<file path="config.mk">
export PLATFORM = sky130hd
export DESIGN_NAME = rf_op_sequencer
export DESIGN_NICKNAME = d
export VERILOG_FILES = /design/src/rtl/rf_seq_pkg.sv /design/src/rtl/rf_sel_decode.sv /design/src/rtl/rf_op_sequencer.sv
export SDC_FILE = /design/constraint.sdc
export NUM_CORES = 1
export LEC_CHECK = 0
export ABC_AREA = 1
export ABC_CLOCK_PERIOD_IN_PS = 1850
export CAP_MARGIN = 20
export CORE_UTILIZATION = 39
export DETAILED_ROUTE_END_ITERATION = 6
export PLACE_DENSITY = 0.69
export RECOVER_POWER = 50
export SLEW_MARGIN = 10
export SYNTH_ARGS = -nofsm -noshare
export SYNTH_HDL_FRONTEND = slang
export SYNTH_SLANG_ARGS = --single-unit
</file>
<file path="constraint.sdc">
create_clock -name clk -period 1.85 [get_ports clk]
set_input_delay 0.2775 -clock clk [delete_from_list [all_inputs] [get_ports clk]]
set_output_delay 0.2775 -clock clk [all_outputs]
set_load 0.01 [all_outputs]
</file>
<file path="src/rtl/rf_seq_pkg.sv">
// Shared encodings for the register-file operation sequencer:
// op codes, FSM states, FunSel codes and destination index layout.
package rf_seq_pkg;

  typedef enum logic [2:0] {
    OP_CLR    = 3'b000,
    OP_LD     = 3'b001,
    OP_INC    = 3'b010,
    OP_DEC    = 3'b011,
    OP_MOV    = 3'b100,
    OP_CLRALL = 3'b101,
    OP_RSV6   = 3'b110,
    OP_RSV7   = 3'b111
  } op_t;

  typedef enum logic [2:0] {
    ST_IDLE,
    ST_WRITE,
    ST_REPEAT,
    ST_MOV_RD,
    ST_MOV_WR
  } state_t;

  localparam logic [1:0] FS_CLR = 2'b00;
  localparam logic [1:0] FS_LD  = 2'b01;
  localparam logic [1:0] FS_DEC = 2'b10;
  localparam logic [1:0] FS_INC = 2'b11;

  // Index layout: bit 2 selects the R bank, bits 1:0 pick register 1..4.
  localparam int unsigned IDX_BANK_BIT = 2;
  localparam logic [2:0]  IDX_T1       = 3'b000;
  localparam logic [2:0]  IDX_R1       = 3'b100;

  // Register 1 sits on bit 3 of the enable vector, register 4 on bit 0.
  function automatic logic [3:0] onehot_sel(input logic [1:0] k);
    return 4'b1000 >> k;
  endfunction

endpackage

</file>
<file path="src/rtl/rf_sel_decode.sv">
// Maps a 3-bit register index onto the one-hot R/T enable pair.
module rf_sel_decode
  import rf_seq_pkg::*;
(
  input  logic [2:0] idx,
  output logic [3:0] rsel,
  output logic [3:0] tsel
);

  always_comb begin
    rsel = '0;
    tsel = '0;
    if (idx[IDX_BANK_BIT]) rsel = onehot_sel(idx[1:0]);
    else                   tsel = onehot_sel(idx[1:0]);
  end

endmodule

</file>
<file path="src/rtl/rf_op_sequencer.sv">
// Sequences CLR/LD/INC/DEC/MOV/CLRALL commands into registered
// register-file control cycles with a done/err completion pulse.
module rf_op_sequencer
  import rf_seq_pkg::*;
#(
  parameter int DATA_W = 8,
  parameter int CNT_W  = 4
) (
  input  logic              clk,
  input  logic              rst,
  input  logic              cmd_valid,
  output logic              cmd_ready,
  input  logic [2:0]        cmd_op,
  input  logic [2:0]        cmd_dst,
  input  logic [2:0]        cmd_src,
  input  logic [DATA_W-1:0] cmd_data,
  input  logic [CNT_W-1:0]  cmd_cnt,
  input  logic [DATA_W-1:0] rf_o1,
  output logic [1:0]        rf_funsel,
  output logic [3:0]        rf_rsel,
  output logic [3:0]        rf_tsel,
  output logic [2:0]        rf_o1sel,
  output logic [2:0]        rf_o2sel,
  output logic [DATA_W-1:0] rf_i,
  output logic              done,
  output logic              err,
  output logic              busy
);

  state_t             state_q, state_n;
  logic [2:0]         dst_q, dst_n;
  logic [CNT_W-1:0]   rem_q, rem_n;
  logic [2:0]         sel_idx;
  logic [3:0]         dec_rsel, dec_tsel;
  logic [3:0]         rsel_n, tsel_n;
  logic [1:0]         fs_n;
  logic [DATA_W-1:0]  i_n;
  logic [2:0]         o1_n;
  logic               done_n, err_n;
  op_t                op_in;

  assign op_in   = op_t'(cmd_op);
  // In IDLE the decoder looks at the offered command, otherwise at the latched one.
  assign sel_idx = (state_q == ST_IDLE) ? cmd_dst : dst_q;

  rf_sel_decode u_dec (
    .idx  (sel_idx),
    .rsel (dec_rsel),
    .tsel (dec_tsel)
  );

  always_comb begin
    state_n = state_q;
    dst_n   = dst_q;
    rem_n   = rem_q;
    rsel_n  = '0;
    tsel_n  = '0;
    fs_n    = FS_LD;
    i_n     = '0;
    o1_n    = dst_q;
    done_n  = 1'b0;
    err_n   = 1'b0;
    case (state_q)
      ST_IDLE: begin
        if (cmd_valid) begin
          dst_n = cmd_dst;
          o1_n  = cmd_dst;
          case (op_in)
            OP_CLR, OP_LD: begin
              state_n = ST_WRITE;
              rsel_n  = dec_rsel;
              tsel_n  = dec_tsel;
              fs_n    = (op_in == OP_LD) ? FS_LD : FS_CLR;
              i_n     = (op_in == OP_LD) ? cmd_data : '0;
            end
            OP_CLRALL: begin
              state_n = ST_WRITE;
              rsel_n  = '1;
              tsel_n  = '1;
              fs_n    = FS_CLR;
            end
            OP_INC, OP_DEC: begin
              if (cmd_cnt == '0) begin
                done_n = 1'b1;
              end else begin
                state_n = ST_REPEAT;
                rem_n   = cmd_cnt - CNT_W'(1);
                rsel_n  = dec_rsel;
                tsel_n  = dec_tsel;
                fs_n    = (op_in == OP_INC) ? FS_INC : FS_DEC;
              end
            end
            OP_MOV: begin
              state_n = ST_MOV_RD;
              o1_n    = cmd_src;
            end
            default: begin
              done_n = 1'b1;
              err_n  = 1'b1;
            end
          endcase
        end
      end
      ST_REPEAT: begin
        if (rem_q == '0) begin
          state_n = ST_IDLE;
          done_n  = 1'b1;
        end else begin
          rem_n  = rem_q - CNT_W'(1);
          rsel_n = dec_rsel;
          tsel_n = dec_tsel;
          fs_n   = rf_funsel;
        end
      end
      ST_MOV_RD: begin
        // rf_i itself holds the value captured from O1 for the write cycle.
        state_n = ST_MOV_WR;
        rsel_n  = dec_rsel;
        tsel_n  = dec_tsel;
        i_n     = rf_o1;
      end
      ST_WRITE, ST_MOV_WR: begin
        state_n = ST_IDLE;
        done_n  = 1'b1;
      end
      default: state_n = ST_IDLE;
    endcase
  end

  always_ff @(posedge clk) begin
    if (rst) begin
      state_q   <= ST_IDLE;
      dst_q     <= IDX_T1;
      rem_q     <= '0;
      rf_rsel   <= '0;
      rf_tsel   <= '0;
      rf_funsel <= FS_LD;
      rf_i      <= '0;
      rf_o1sel  <= IDX_T1;
      rf_o2sel  <= IDX_T1;
      done      <= 1'b0;
      err       <= 1'b0;
      busy      <= 1'b0;
      cmd_ready <= 1'b1;
    end else begin
      state_q   <= state_n;
      dst_q     <= dst_n;
      rem_q     <= rem_n;
      rf_rsel   <= rsel_n;
      rf_tsel   <= tsel_n;
      rf_funsel <= fs_n;
      rf_i      <= i_n;
      rf_o1sel  <= o1_n;
      rf_o2sel  <= dst_n;
      done      <= done_n;
      err       <= err_n;
      busy      <= (state_n != ST_IDLE);
      cmd_ready <= (state_n == ST_IDLE);
    end
  end

endmodule
</file>
==> out/metrics.csv <==
metric,value,unit
place_congestion,0.851,
grtUsageTotal,20.0,%
placed_area,0.00224,mm2
layout_min_cycle_time,1570,ps
wl_per_cell,11.6,um
cts_sinks,35,
tightest_slew,465,ps
dr.pass1.iters,4,
setup_tns,0,ps
die_w,65.5,um
skew,8.87,ps
cts.path.max_buffers,2,
ys_seq_elements,35,
max_freq,638,MHz
rsz0062_at_grt,false,
cellLeakagePower,1.06,nW
syn2layout_area_growth,48.1,%
ir_drop,0.000367,V
coreArea,0.00377,mm2
power,1.71,mW
n_antenna_cell,0,
yosys.area.top_type,dfxtp_1,
hold_class,reg -> reg,
drc,0,
synth_area_leaders,"dfxtp_1, nand2_1, nor2_1",
fin_util,61.7,%
io_buffers,59,
setup_viol,0,
cts_buffers,5,
num-nets-final,322,
grt_pass1_vias,1509,
synth_top_cell_area_share,44.6,%
via_per_inst,4.93,
clkTransAtPathRegs,80,ps
fin_area,0.00233,mm2
start_util,41.6,%
syn_nets,254,
root_buffer,clkbuf_8,
antenna_left,0,
hold_buffers,0,
end_kind,flip-flop,
wl,3910,um
hpwl,2950,um
grt.overflow.total,0,
io_pins,60,
ys_types,21,
cp-start-kind,flip-flop,
crit_path_max_fanout,9,
dieArea,0.00428,mm2
yosysSeqAreaShare,44.6,%
row_count,22,
final_hold_viol_count,0,
drt_first_iter_violations,94,
drive_gt1_share,7.24,%
postCtsSetupBuffers,0,
status,"finished, final reports clean",
grt_first_pass_wirelength,6560,um
cap_violations,0,
grt_max_degree,12,
critPathRequiredTime,2060,ps
die-height,65.5,um
ys.flop_type,dfxtp_1,
period_share,84.7,%
clock_latency,290,ps
ctsResizeCount,0,
antenna_found_initial,0,
cts_tree,yes,
vias,1668,
syn_avg_cell_area,7.11,um2
synthCells,221,
relSlewSlack,69.0,%
drv_slew,0,
syn_area,0.00157,mm2
synthArstFlopShare,0,%
htreeDepth,2,
power_density,735,mW/mm2
reg2reg_slack,280,ps
yosysWarningCount,0,
synth_edf_count,0,
worst-setup-path-type,reg -> reg,
cp.arrival,1780,ps
-- synthesized netlist by cell type, types with 2 or more instances --
master / count
nand2_1: 46
dfxtp_1: 35
nor2_1: 33
inv_1: 29
nand3_1: 21
a21oi_1: 17
a22oi_1: 8
o21ai_0: 8
nor2_4: 3
o21ai_1: 3
o22ai_1: 3
clkbuf_1: 2
nand2_2: 2
nand4_1: 2
nor2_2: 2
o21ai_2: 2
-- area by class of cell --
cell class | instances | area, um2
inverter | 30 | 113
tap | 48 | 60.1
fill | 369 | 1450
multi-input combinational | 154 | 747
sequential | 35 | 701
clock buffer | 6 | 72.6
timing repair buffer | 63 | 621
clock inverter | 2 | 12.5
-- logic make-up after synthesis --
kind of cell,Yosys count,synth area share [%]
AOI/OAI and AO/OA,42,15.5
DFF,35,44.6
xor gates and xnor gates,1,0.558
buffers and inverters,32,7.65
adders and majority gates,1,0.797
and+or+nand+nor,110,30.8
-- worst max-delay path: stages, from the launching register on --
cell and delay, ps:
dfxtp_1 340, nor2_1 100, nand2_1 230, nor2_2 290
nand3_1 300, a21oi_1 230
-- report_power, final --
part	internal, mW	switching [mW]
Sequential	0.792	0.0166
Combinational	0.168	0.196
Clock	0.263	0.276
Total	1.22	0.488
-- final timing paths --
path,start,cells past startpoint,endpoint
worst max register to register,state_q[2],5,rf_rsel[2]
worst max-delay path,state_q[2],5,rf_rsel[2]
worst min register to register,rf_funsel[0],2,rf_funsel[0]
worst min-delay path,rf_funsel[0],2,rf_funsel[0]
-- cells in the final DEF, fill, tap and decap left out, types with 4 or more instances in the layout --
master           instances
clkbuf_8                 5
a22oi_1                  8
dfxtp_1                 35
clkdlybuf4s50_1         35
inv_1                   29
nand2_1                 47
dlygate4sd3_1           24
o21ai_0                  8
buf_4                    4
nand3_1                 21
a21oi_1                 17
nor2_1                  33
-- routing by layer --
layer | global-route usage (%) | up-vias | routed length, um | share of wire, %
li1 | - | 854 | - | -
met5 | 0 | - | 0 | 0
met4 | 9.51 | 0 | 57 | 1.5
met1 | 25.2 | 754 | 1750 | 45
met2 | 32.5 | 51 | 1910 | 49
met3 | 3.82 | 9 | 196 | 5.0
-- flip-flops by register name, summed over array words and instances (netlist names), 2 cells and up --
name,cells
dst_q,3
rem_q,4
rf_funsel,2
rf_i,8
rf_o1sel,3
rf_rsel,4
rf_tsel,4
state_q,3
-- stage by stage --
step                cells  setup slack, ps  hold slack, ps
finish                338              282             492
global placement      330              158             472
floorplan             221              499             350
CTS                   338              332             493
detailed placement    330             98.1             475
global route          338             85.0             525
(Power assumes the default switching activity.)
